## src/rtl/pong_pkg.sv

```systemverilog
// Shared state encodings, winner codes and sizing helper for the Pong match controller.
package pong_pkg;

  typedef enum logic [2:0] {
    ST_IDLE  = 3'd0,
    ST_ARM   = 3'd1,
    ST_SERVE = 3'd2,
    ST_PLAY  = 3'd3,
    ST_OVER  = 3'd4
  } state_t;

  localparam logic [1:0] WIN_NONE = 2'b00;
  localparam logic [1:0] WIN_P1   = 2'b01;
  localparam logic [1:0] WIN_P2   = 2'b10;

  function automatic int max3(input int a, input int b, input int c);
    int m;
    m = (a > b) ? a : b;
    return (m > c) ? m : c;
  endfunction

endpackage

```

## src/rtl/frame_tick_gen.sv

```systemverilog
// One-cycle frame tick on the VSync falling edge; single edge register, no backpressure.
// The tick is suppressed for the first cycle after reset release.
module frame_tick_gen (
  input  logic i_Clk,
  input  logic i_Rst_L,
  input  logic i_VSync,
  output logic o_Tick
);

  logic r_VSync_Prev;
  logic r_Run;

  always_ff @(posedge i_Clk or negedge i_Rst_L) begin
    if (!i_Rst_L) begin
      r_VSync_Prev <= 1'b1;
      r_Run        <= 1'b0;
    end else begin
      r_VSync_Prev <= i_VSync;
      r_Run        <= 1'b1;
    end
  end

  assign o_Tick = r_Run & r_VSync_Prev & ~i_VSync;

endmodule

```

## src/rtl/pong_match_ctrl.sv

```systemverilog
// Pong match sequencer: arm, serve delay, play, scoring and game-over hold.
// Outputs are registered and change on the clock after the deciding input; no backpressure.
module pong_match_ctrl
  import pong_pkg::*;
#(
  parameter int SCORE_LIMIT  = 9,
  parameter int ARM_FRAMES   = 30,
  parameter int SERVE_FRAMES = 60,
  parameter int OVER_FRAMES  = 300
) (
  input  logic       i_Clk,
  input  logic       i_Rst_L,
  input  logic       i_VSync,
  input  logic       i_Start_A_L,
  input  logic       i_Start_B_L,
  input  logic       i_P1_Miss,
  input  logic       i_P2_Miss,
  output logic       o_Game_Active,
  output logic       o_Serve_To_P2,
  output logic [3:0] o_P1_Score,
  output logic [3:0] o_P2_Score,
  output logic [1:0] o_Winner,
  output logic [2:0] o_State
);

  localparam int CNT_W = $clog2(max3(ARM_FRAMES, SERVE_FRAMES, OVER_FRAMES)) + 1;
  localparam logic [CNT_W-1:0] LAST_ARM   = CNT_W'(ARM_FRAMES - 1);
  localparam logic [CNT_W-1:0] LAST_SERVE = CNT_W'(SERVE_FRAMES - 1);
  localparam logic [CNT_W-1:0] LAST_OVER  = CNT_W'(OVER_FRAMES - 1);
  localparam logic [3:0]       LIMIT      = 4'(SCORE_LIMIT);

  state_t           r_State;
  logic [CNT_W-1:0] r_Cnt;
  logic [3:0]       r_P1_Score;
  logic [3:0]       r_P2_Score;
  logic [1:0]       r_Winner;
  logic             r_Active;
  logic             r_Serve_To_P2;

  logic       w_Tick;
  logic [3:0] w_P1_Next;
  logic [3:0] w_P2_Next;

  frame_tick_gen u_tick (
    .i_Clk   (i_Clk),
    .i_Rst_L (i_Rst_L),
    .i_VSync (i_VSync),
    .o_Tick  (w_Tick)
  );

  assign w_P1_Next = (r_P1_Score >= LIMIT) ? LIMIT : r_P1_Score + 4'd1;
  assign w_P2_Next = (r_P2_Score >= LIMIT) ? LIMIT : r_P2_Score + 4'd1;

  always_ff @(posedge i_Clk or negedge i_Rst_L) begin
    if (!i_Rst_L) begin
      r_State       <= ST_IDLE;
      r_Cnt         <= '0;
      r_P1_Score    <= 4'd0;
      r_P2_Score    <= 4'd0;
      r_Winner      <= WIN_NONE;
      r_Active      <= 1'b0;
      r_Serve_To_P2 <= 1'b1;
    end else begin
      case (r_State)
        ST_IDLE: begin
          if (!i_Start_A_L && !i_Start_B_L) begin
            r_State <= ST_ARM;
            r_Cnt   <= '0;
          end
        end
        ST_ARM: begin
          // A release wins over a coincident tick.
          if (i_Start_A_L || i_Start_B_L) begin
            r_State <= ST_IDLE;
          end else if (w_Tick) begin
            if (r_Cnt == LAST_ARM) begin
              r_State       <= ST_SERVE;
              r_Cnt         <= '0;
              r_P1_Score    <= 4'd0;
              r_P2_Score    <= 4'd0;
              r_Winner      <= WIN_NONE;
              r_Serve_To_P2 <= 1'b1;
            end else begin
              r_Cnt <= r_Cnt + 1'b1;
            end
          end
        end
        ST_SERVE: begin
          if (w_Tick) begin
            if (r_Cnt == LAST_SERVE) begin
              r_State  <= ST_PLAY;
              r_Cnt    <= '0;
              r_Active <= 1'b1;
            end else begin
              r_Cnt <= r_Cnt + 1'b1;
            end
          end
        end
        ST_PLAY: begin
          if (i_P1_Miss || i_P2_Miss) begin
            r_Active <= 1'b0;
            r_Cnt    <= '0;
            r_State  <= ST_SERVE;
          end
          // A double miss is a replay: no point, same server.
          if (i_P1_Miss && !i_P2_Miss) begin
            r_P2_Score    <= w_P2_Next;
            r_Serve_To_P2 <= 1'b0;
            if (w_P2_Next == LIMIT) begin
              r_State  <= ST_OVER;
              r_Winner <= WIN_P2;
            end
          end else if (i_P2_Miss && !i_P1_Miss) begin
            r_P1_Score    <= w_P1_Next;
            r_Serve_To_P2 <= 1'b1;
            if (w_P1_Next == LIMIT) begin
              r_State  <= ST_OVER;
              r_Winner <= WIN_P1;
            end
          end
        end
        ST_OVER: begin
          if (w_Tick) begin
            if (r_Cnt == LAST_OVER) begin
              r_State <= ST_IDLE;
              r_Cnt   <= '0;
            end else begin
              r_Cnt <= r_Cnt + 1'b1;
            end
          end
        end
        default: r_State <= ST_IDLE;
      endcase
    end
  end

  assign o_Game_Active = r_Active;
  assign o_Serve_To_P2 = r_Serve_To_P2;
  assign o_P1_Score    = r_P1_Score;
  assign o_P2_Score    = r_P2_Score;
  assign o_Winner      = r_Winner;
  assign o_State       = r_State;

endmodule

```

## config.mk

```make
export PLATFORM = sky130hd
export DESIGN_NAME = pong_match_ctrl
export DESIGN_NICKNAME = d
export VERILOG_FILES = /design/src/rtl/pong_pkg.sv /design/src/rtl/frame_tick_gen.sv /design/src/rtl/pong_match_ctrl.sv
export SDC_FILE = /design/constraint.sdc
export NUM_CORES = 1
export LEC_CHECK = 0
export BUFFER_PORTS_ARGS = -buffer_cell sky130_fd_sc_hd__buf_2
export CAP_MARGIN = 10
export CORE_MARGIN = 5
export CORE_UTILIZATION = 62
export DETAILED_ROUTE_END_ITERATION = 6
export PLACE_DENSITY = 0.84
export SLEW_MARGIN = 10
export SYNTH_ARGS = -nofsm -noshare
export SYNTH_HDL_FRONTEND = slang
export SYNTH_SLANG_ARGS = --single-unit
```

## constraint.sdc

```tcl
create_clock -name i_Clk -period 5 [get_ports i_Clk]
set_clock_uncertainty 0.05 [all_clocks]
set_input_delay 0.75 -clock i_Clk [delete_from_list [all_inputs] [get_ports i_Clk]]
set_output_delay 0.75 -clock i_Clk [all_outputs]
set_load 0.005 [all_outputs]
```

======== After elaboration in Yosys (flattened, before gate mapping) ========
Index checks and enable logic that the tools add are counted.
cells by class
  add/subtract/negate cells ............... 3
  $lt $le $gt $ge ......................... 2
  equal/unequal tests ..................... 26
  multiplexer cells ....................... 52
  bitwise gates (word level) .............. 3
  reductions and logical operators ........ 20
operator list
  cell                                                   number
  two-way mux 10 bit                                     9
  case mux 10 bit (5 select lines)                       1
  two-way mux 3 bit                                      13
  two-way mux 4 bit                                      8
  AND reduction 7 bit                                    3
  != test 2 bit (second input constant)                  9
  case mux 4 bit (2 select lines)                        2
  case mux 3 bit (5 select lines)                        1
  two-way mux 2 bit                                      7
  != test 3 bit (second input constant)                  4
  adder 10 x 1 -> 10 bit (second input constant)         1
  equality test 10 x 5 -> 1 bit (second input constant)  1
  equality test 10 x 6 -> 1 bit (second input constant)  1
  equality test 10 x 9 -> 1 bit (second input constant)  1
  AND reduction 5 bit                                    2
  adder 4 x 1 -> 4 bit (second input constant)           2
  equality test 4 bit (second input constant)            2
  >= comparator 4 bit (second input constant)            2
  two-way mux 1 bit                                      8
  equality test 3 x 2 -> 1 bit (second input constant)   2
  != test 2 x 1 -> 1 bit (second input constant)         3
  AND reduction 6 bit                                    1
  nonzero test 5 bit                                     1
  logical NOT 1 bit                                      4
  other kinds (12)                                       18
word-level totals
  flip-flop bits (word level) ............. 27
  output and inout bits ................... 15

======== Depth between registers and ports, before layout ========
Gate-level depths: netlist of run 1.
  depth in word-level cells ............... 7
  depth in mapped cells ................... 8

======== Cells and area by module ========
From an unflattened synthesis of run 1, not the netlist that was laid out.
unflattened totals
  cell total of the unflattened synthesis .. 190
  area, all modules ....................... 1,788.0 sq um
by module, submodules not included
  module           times used  cells each  area each (sq um)  sequential area each (sq um)
  pong_match_ctrl  1           186         1,724.2            626.9
  frame_tick_gen   1           4           63.8               51.3

======== Least setup slack after synthesis of run 1 ========
No wires, ideal clock.
  path type ............................... reg-to-reg
  start ................................... reg r_P1_Score[0] (netlist: o_P1_Score[0])
  end ..................................... reg r_State[1] (netlist: o_State[1])
  library setup time ...................... 0.126 ns
  arrival time ............................ 2.022 ns
  data required time ...................... 4.824 ns
  slack ................................... 2.802 ns
  cell stages (with the launch flop) ...... 7
  period minus slack after synthesis ...... 2.198 ns
  path through ............................ dfrtp_1 inv_1 ha_1 or4_4 a211oi_4 a21oi_1 o32a_1
between the ends
  cells in the longest elaborated chain, start to end .. 7
RTL lines
  element                                                      RTL line                RTL
  start, declared                                              pong_match_ctrl.sv:34   logic [3:0] r_P1_Score;
  start signal, assigned                                       pong_match_ctrl.sv:114  r_P1_Score <= w_P1_Next;
  adder 4 x 1 -> 4 bit or >= comparator 4 bit (tied branches)  pong_match_ctrl.sv:51   assign w_P1_Next = (r_P1_Score >= LIMIT) ? LIMIT : r_P1_Score + 4'd1;
  two-way mux 4 bit (*)                                        pong_match_ctrl.sv:51
  equality test 4 bit (*)                                      pong_match_ctrl.sv:116  if (w_P1_Next == LIMIT) begin
  two-way mux 3 bit (*)                                        pong_match_ctrl.sv:116
  two-way mux 3 bit (*)                                        pong_match_ctrl.sv:113  end else if (i_P2_Miss && !i_P1_Miss) begin
  two-way mux 3 bit (*)                                        pong_match_ctrl.sv:106  if (i_P1_Miss && !i_P2_Miss) begin
  case mux 3 bit (5 select lines) (*)                          pong_match_ctrl.sv:64   case (r_State)
  end signal, assigned                                         pong_match_ctrl.sv:67   r_State <= ST_ARM;
  end signal, assigned                                         pong_match_ctrl.sv:110  r_State <= ST_OVER;
  end signal, assigned                                         pong_match_ctrl.sv:117  r_State <= ST_OVER;
  end, declared                                                pong_match_ctrl.sv:32   state_t r_State;
Every way passes the cells marked *; elsewhere a longest branch is shown, timed or not.
A chain may end at the register's enable or synchronous reset.

======== Worst setup path after layout of run 1 ========
Same ends and word-level chain as after synthesis.

==> results of run 1 <==
-- state kept, by name (all words and copies together), names as in the netlist --
| name | cells |
|---|---|
| o_Game_Active | 1 |
| u_tick.r_VSync_Prev | 1 |
| u_tick.r_Run | 1 |
| o_Winner | 2 |
| r_Cnt | 10 |
| o_P2_Score | 4 |
| o_P1_Score | 4 |
| o_Serve_To_P2 | 1 |
| o_State | 3 |
-- critical path: cells and delay by family, from the launching register on --
family,cells,cell delay (ns)
simple gates,1,0.55
buf+inv,1,0.09
compound gates,3,0.76
flops,1,0.50
fa+ha+maj,1,0.32
-- worst paths after layout --
path | depth (start not counted) | slack [ns] | to
worst min register to register | 1 | 0.47 | o_Winner[0]$_DFFE_PN0P_
worst max-delay path | 6 | 2.63 | o_State[1]$_DFFE_PN0P_
worst max register to register | 6 | 2.63 | o_State[1]$_DFFE_PN0P_
max in group asynchronous | 1 | 4.14 | o_State[2]$_DFFE_PN0P_
worst min-delay path | 1 | 0.36 | o_P2_Score[2]$_DFFE_PN0P_
min in group i_Clk | 1 | 0.47 | u_tick.r_VSync_Prev$_DFF_PN1_
-- synth_stat cells, types with 2 or more instances --
cell and instances:
a31oi_1 5, and2_1 2, a22o_1 3, o31ai_1 6, and3b_1 2, or2_2 2
o211a_1 4, o211ai_1 6, a21oi_1 8, nand2b_1 6, buf_2 2, and4_1 2
a32o_1 2, inv_1 11, nand3_1 4, dfstp_2 2, and4b_1 2, nor3b_1 2
clkbuf_1 3, ha_1 11, nand2_1 24, nand4_1 3, and3_1 4, nor3_1 4
dfrtp_1 25, nor2_1 13, o21ai_0 16, nor2b_1 3
-- routing by layer --
layer	GRT usage	up-vias	routed length, µm	part of all wire
li1	-	801	-	-
met1	0.248	792	1760	0.43
met2	0.407	40	2130	0.52
met3	0.0242	9	150	0.036
met4	0.0712	0	68	0.017
met5	0	-	0	0
-- power breakdown --
part	internal, mW	total (mW)	switching, mW
combinational	0.146	0.336	0.190
clock	0.0300	0.0945	0.0645
sequential	0.276	0.373	0.0968
total	0.453	0.804	0.351
-- cells by family after synthesis --
kind of cell    Yosys count
xor+xnor                  1
flops                    27
buf+inv                  17
simple gates             81
fa+ha+maj                11
compound gates           67
other cells               1
-- cell type report --
class / instances / area [µm²] / area share
sequential: 27 / 678 / 0.340
clock inverter: 1 / 5.00 / 0.00251
multi-input combinational: 161 / 1100 / 0.553
clock buffer: 3 / 22.5 / 0.0113
tap: 31 / 38.8 / 0.0195
timing repair buffer: 21 / 105 / 0.0527
inverter: 11 / 41.3 / 0.0207
-- cell usage in the layout (no fill, tap or decap), types with 3 or more instances in the layout --
| cell type | instances |
|---|---|
| dfrtp_1 | 25 |
| nand2_1 | 24 |
| buf_2 | 21 |
| o21ai_0 | 16 |
| nor2_1 | 13 |
| inv_1 | 11 |
| ha_1 | 11 |
| a21oi_1 | 8 |
| nand2b_1 | 6 |
| o211ai_1 | 6 |
| o31ai_1 | 6 |
| a31oi_1 | 5 |
| and3_1 | 4 |
| nand3_1 | 4 |
| nor3_1 | 4 |
| o211a_1 | 4 |
| nor2b_1 | 3 |
| nand4_1 | 3 |
| a22o_1 | 3 |
| clkbuf_4 | 3 |
==> PnR_summary.wiki, run 1 <==
{| class="wikitable"
! Metric !! Value
|-
| Remaining number of nets flagged by the antenna check after routing || 0
|-
| Worst VDD drop || 0.000242 V
|-
| Req. time, crit path || 5.17 ns
|-
| Startpoint of the lowest-slack register-to-register path || o_P1_Score[0]$_DFFE_PN0P_
|-
| First-pass DRT Iterations || 4
|-
| Number of register bits inferred by synthesis || 27
|-
| Largest buffer count on any clock path || 2
|-
| Number of gates resized after CTS || 0
|-
| Clock root cell || clkbuf_4
|-
| Number of pins with negative max-slew slack in the final report || 0
|-
| Die outline area || 4170 µm²
|-
| Layout fillers || 237
|-
| Ratio of total power to cell area || 403 nW/µm²
|-
| Standard cell area after detailed placement || 1970 µm²
|-
| Post-Syn Nets || 223
|-
| Clock H-tree levels || 1
|-
| Area of all placed cells without fillers || 1990 µm²
|-
| Initial core utilization || 0.659
|-
| Number of global-route vias before repair || 1,615
|-
| Number of enable flip-flop cells after synthesis || 0
|-
| Buffers inserted during post-CTS setup optimization || 0
|-
| Inst Count DP || 251
|-
| Highest clock frequency the design can meet || 422 MHz
|-
| Placement row count || 19
|-
| # Max-Cap Violations || 0
|-
| N_diodes || 0
|-
| Clock tree from TritonCTS || built
|-
| Hold bufs inserted after CTS || 0
|-
| Final Total Pwr || 0.804 mW
|-
| Wire length of the first global-routing pass || 7190 µm
|-
| Fraction of the mapped netlist area in compound gates || 0.273
|-
| Clock latency on the worst-skew pair || 0.32 ns
|-
| Net total in the final layout || 243
|-
| Main combinational cell family by area after synthesis || compound AO/OA/AOI/OAI gates
|-
| Largest net degree at the start of global routing || 28
|-
| Worst setup slack after layout || 2.63 ns
|-
| HPWL Detailed || 3140 µm
|-
| Clock tree sinks || 27
|-
| Outcome || completed
|-
| Drt first-iter violations || 158
|-
| Synth warn || 0
|-
| Synth async-reset ratio || 1.00
|-
| CTS buffer count || 3
|-
| Cells taking the most area after synthesis || dfrtp_1, ha_1, nand2_1
|-
| Worst hold slack after final layout || 0.363 ns
|-
| Combined area of all synthesized cells || 1850 µm²
|-
| Placement-stage worst setup slack || 2.50 ns
|-
| Final Hold Violating Endpoints || 0
|-
| Worst path cell trace || inv_1, ha_1, or4_4, a211oi_4, a21oi_1, o32a_1
|-
| Transition at the pin with the smallest max-transition slack || 0.667 ns
|-
| Number of distinct library cells after synthesis || 56
|-
| GRT Overall Usage || 0.214
|-
| Overflow left after global routing || 0
|-
| DRC || 0
|-
| Via count || 1,642
|-
| Setup violations, final || 0
|-
| Setup tns final || 0 ns
|-
| Antenna violations before repair || 0
|-
| Chip height || 64.6 µm
|-
| Post-synth top area share || 0.339
|-
| Setup repair after global routing missed its margin || no
|-
| Min Clock Period, post-route || 2.37 ns
|-
| Die width || 64.6 µm
|-
| Cell accounting for the most synthesized area || dfrtp_1
|-
| Critical path's largest stage delay || 0.55 ns
|-
| Routability-driven placement congestion ratio || 0.934
|-
| Category of the critical setup timing path || reg2reg
|-
| Final core area utilization || 0.711
|-
| Setup crit start kind || flop
|-
| Worst Path Arrival || 2.55 ns
|-
| Proportion of synthesized chip area in sequential cells || 0.367
|-
| Worst hold-check path type || in2async
|-
| Fraction of final layout cells sized beyond drive strength 1 || 0.170
|-
| Wire per inst || 16.1 µm
|-
| Simple logic cell fraction of the synthesized area || 0.242
|-
| Post-Layout Cell Count || 255
|-
| Worst setup path startpoint || o_P1_Score[0]$_DFFE_PN0P_
|-
| Portion of the clock cycle consumed by the worst path in the final layout || 0.474
|-
| Leak Pwr || 0.922 nW
|-
| Adder-cell share of the synthesized area || 0.0745
|-
| Vias per Instance || 6.44
|-
| Core region area || 2810 µm²
|-
| Share of synthesized area spent on multiplexers || 0
|-
| Number of I/O pins || 22
|-
| Cell count after synthesis || 205
|-
| Total wire length after detailed routing || 4110 µm
|-
| Slowest cell on the critical path || or4_4
|-
| Area added between synthesis and finish || 7.85%
|-
| Peak fanout along the critical path || 8
|-
| Clock transition at path regs || 0.14 ns
|-
| Critical Path Sink Type || flop
|-
| Worst slew margin relative to its limit || 0.552
|-
| Average cell area after synthesis || 9.01 µm²
|-
| IO Port Bufs || 21
|-
| Most used flip-flop cell after synthesis || dfrtp_1
|-
| Post-synthesis xor/xnor area fraction || 0.00474
|}
Power figures use the tool's default switching activity.
==> inputs of run 2 (changes only) <==
--- a/config.mk
+++ b/config.mk
@@ -8,9 +8,9 @@
 export BUFFER_PORTS_ARGS = -buffer_cell sky130_fd_sc_hd__buf_2
 export CAP_MARGIN = 10
 export CORE_MARGIN = 5
-export CORE_UTILIZATION = 62
+export CORE_UTILIZATION = 58
 export DETAILED_ROUTE_END_ITERATION = 6
-export PLACE_DENSITY = 0.84
+export PLACE_DENSITY = 0.79
 export SLEW_MARGIN = 10
 export SYNTH_ARGS = -nofsm -noshare
 export SYNTH_HDL_FRONTEND = slang
==> constraint.sdc (replaced) <==
create_clock -name i_Clk -period 2.4 [get_ports i_Clk]
set_clock_uncertainty 0.05 [all_clocks]
set_input_delay 0.36 -clock i_Clk [delete_from_list [all_inputs] [get_ports i_Clk]]
set_output_delay 0.36 -clock i_Clk [all_outputs]
set_load 0.005 [all_outputs]
==> run 2 against run 1 <==
  * Global-route usage down 0.12 points
  * Register-to-register slack lost 2.5 ns
  * Worst setup slack worse by 2.5 ns
  * Largest cell class unchanged
  * Die area grew 5.8%
  * Highest routed layer unchanged
  * Clock power is 110% higher
==> PnR_summary.wiki, run 2 (synthesis results as in run 1) <==
{| class="wikitable"
! Metric !! Value
|-
| Initial core utilization || 0.605 (-0.0535)
|-
| Transition at the pin with the smallest max-transition slack || 0.627 ns (-0.0397 ns)
|-
| Chip height || 66.4 µm (+2.9%)
|-
| Largest net degree at the start of global routing || 28 (unchanged)
|-
| Clock root cell || clkbuf_4
|-
| Clock latency on the worst-skew pair || 0.33 ns (about the same)
|-
| Critical Path Sink Type || flop
|-
| Wire length of the first global-routing pass || 7420 µm (+3.3%)
|-
| First-pass DRT Iterations || 4 (unchanged)
|-
| Portion of the clock cycle consumed by the worst path in the final layout || 0.966 (+0.492)
|-
| Worst VDD drop || 0.000430 V (+78%)
|-
| Setup violations, final || 0 (unchanged)
|-
| Standard cell area after detailed placement || 2050 µm² (+4.3%)
|-
| Area added between synthesis and finish || 12.9%
|-
| Highest clock frequency the design can meet || 432 MHz (+2.3%)
|-
| Clock tree from TritonCTS || built
|-
| Min Clock Period, post-route || 2.32 ns (-0.0528 ns)
|-
| Area of all placed cells without fillers || 2090 µm² (+4.7%)
|-
| Worst hold slack after final layout || 0.0797 ns (-0.283 ns)
|-
| N_diodes || 0 (unchanged)
|-
| Worst slew margin relative to its limit || 0.582 (+0.0303)
|-
| Category of the critical setup timing path || reg2reg
|-
| Die width || 66.4 µm (+2.9%)
|-
| Req. time, crit path || 2.58 ns (-2.59 ns)
|-
| Net total in the final layout || 253 (+4.1%)
|-
| Routability-driven placement congestion ratio || 0.867 (-7.2%)
|-
| Peak fanout along the critical path || 8 (unchanged)
|-
| HPWL Detailed || 3230 µm (+2.8%)
|-
| Final Hold Violating Endpoints || 0 (unchanged)
|-
| Final core area utilization || 0.684 (-0.0269)
|-
| Register name with the most flops || r_Cnt
|-
| Overflow left after global routing || 0 (unchanged)
|-
| Most frequent cells in the layout || nand2_1, dfrtp_1, buf_2
|-
| Flip-flop count of the largest register after layout || 10 (unchanged)
|-
| Core region area || 3050 µm² (+8.8%)
|-
| Outcome || completed
|-
| CTS buffer count || 3 (unchanged)
|-
| Setup crit start kind || flop
|-
| Fraction of final layout cells sized beyond drive strength 1 || 0.201 (+0.0312)
|-
| Worst hold-check path type || in2reg
|-
| Number of global-route vias before repair || 1,732 (+7.2%)
|-
| IO Port Bufs || 21 (unchanged)
|-
| Wire per inst || 15.4 µm (-4.4%)
|-
| Cell depth of the worst min-delay path || 1
|-
| Placement row count || 20 (+1)
|-
| Number of I/O pins || 22 (unchanged)
|-
| Via count || 1,699 (+3.5%)
|-
| Clock tree sinks || 27 (unchanged)
|-
| Drt first-iter violations || 132 (-16%)
|-
| Remaining number of nets flagged by the antenna check after routing || 0 (unchanged)
|-
| Die outline area || 4410 µm² (+5.8%)
|-
| Post-Layout Cell Count || 278 (+9.0%)
|-
| Clock transition at path regs || 0.14 ns (about the same)
|-
| Leak Pwr || 0.969 nW (+5.1%)
|-
| Setup tns final || 0 ns (unchanged)
|-
| Setup repair after global routing missed its margin || no
|-
| Worst setup slack after layout || 0.0827 ns (-2.55 ns)
|-
| Antenna violations before repair || 0 (unchanged)
|-
| Placement-stage worst setup slack || 0.0242 ns (-2.48 ns)
|-
| Total wire length after detailed routing || 4280 µm (+4.2%)
|-
| # Max-Cap Violations || 0 (unchanged)
|-
| DRC || 0 (unchanged)
|-
| Inst Count DP || 273 (+8.8%)
|-
| Largest buffer count on any clock path || 2 (unchanged)
|-
| Clock H-tree levels || 1 (unchanged)
|-
| Count of cells along the worst register-to-register path || 6 (unchanged)
|-
| Ratio of total power to cell area || 836 nW/µm² (+110%)
|-
| Number of pins with negative max-slew slack in the final report || 0 (unchanged)
|-
| Final Total Pwr || 1.74 mW (+120%)
|-
| Worst Path Arrival || 2.50 ns (-0.05 ns)
|-
| Vias per Instance || 6.11 (-5.1%)
|-
| GRT Overall Usage || 0.213 (-0.00121)
|}
run 2: cell types whose count changed in the layout (fill, tap and decap cells not counted):
cell           previous run  this run
buf_4                     0         9
clkbuf_1                  0         1
clkinv_2                  1         0
dfrtp_1                  25        24
dfrtp_2                   0         1
dlygate4sd3_1             0         1
run 2: area by class of cell:
type	instances	area (µm²)
fill	270	966
clock buffer	4	26.3
timing repair buffer	31	183
multi-input combinational	161	1100
tap	44	55.1
sequential	27	679
inverter	11	41.3
run 2: what timing repair did:
item / 4_1_cts / 5_1_grt
endpoints found under the setup margin: 1 / 2
buffers inserted: 0 / 0
resized for setup: 1 / 0
hold buffers: 1 / 0
endpoints found under the hold margin: 25 / 0
pin swaps: 0 / 1
run 2: power breakdown:
part           leakage, nW  switching (mW)  internal [mW]
Clock               0.0150           0.137         0.0652
Combinational        0.613           0.434          0.351
Sequential           0.341           0.180          0.578
Total                0.969           0.751          0.993
run 2: metal layers:
metal  wire, µm  GRT usage  part of all wire
met1       1850      0.249              0.43
met3        113     0.0272             0.026
met4         57     0.0914             0.013
met5          0          0                 0
met2       2270      0.383              0.53
run 2: worst max-delay path: stages, from the launching register on:
cell      delay [ns]
dfrtp_2         0.47
inv_1           0.10
ha_1            0.32
or4_4           0.55
a211oi_4        0.32
o21ai_0         0.17
a32o_1          0.24
run 2: path summary, 6_finish.rpt:
| check | start | endpoint | slack (ns) |
|---|---|---|---|
| min in group asynchronous | i_Rst_L | o_P2_Score[2]$_DFFE_PN0P_ | 0.51 |
| setup reg to reg | o_P1_Score[0]$_DFFE_PN0P_ | o_Winner[0]$_DFFE_PN0P_ | 0.08 |
| setup / recovery | o_P1_Score[0]$_DFFE_PN0P_ | o_Winner[0]$_DFFE_PN0P_ | 0.08 |
| hold reg to reg | o_Winner[1]$_DFFE_PN0P_ | o_Winner[1]$_DFFE_PN0P_ | 0.48 |
| max in group asynchronous | i_Rst_L | o_P1_Score[0]$_DFFE_PN0P_ | 1.35 |
| hold / removal | i_VSync | u_tick.r_VSync_Prev$_DFF_PN1_ | 0.08 |
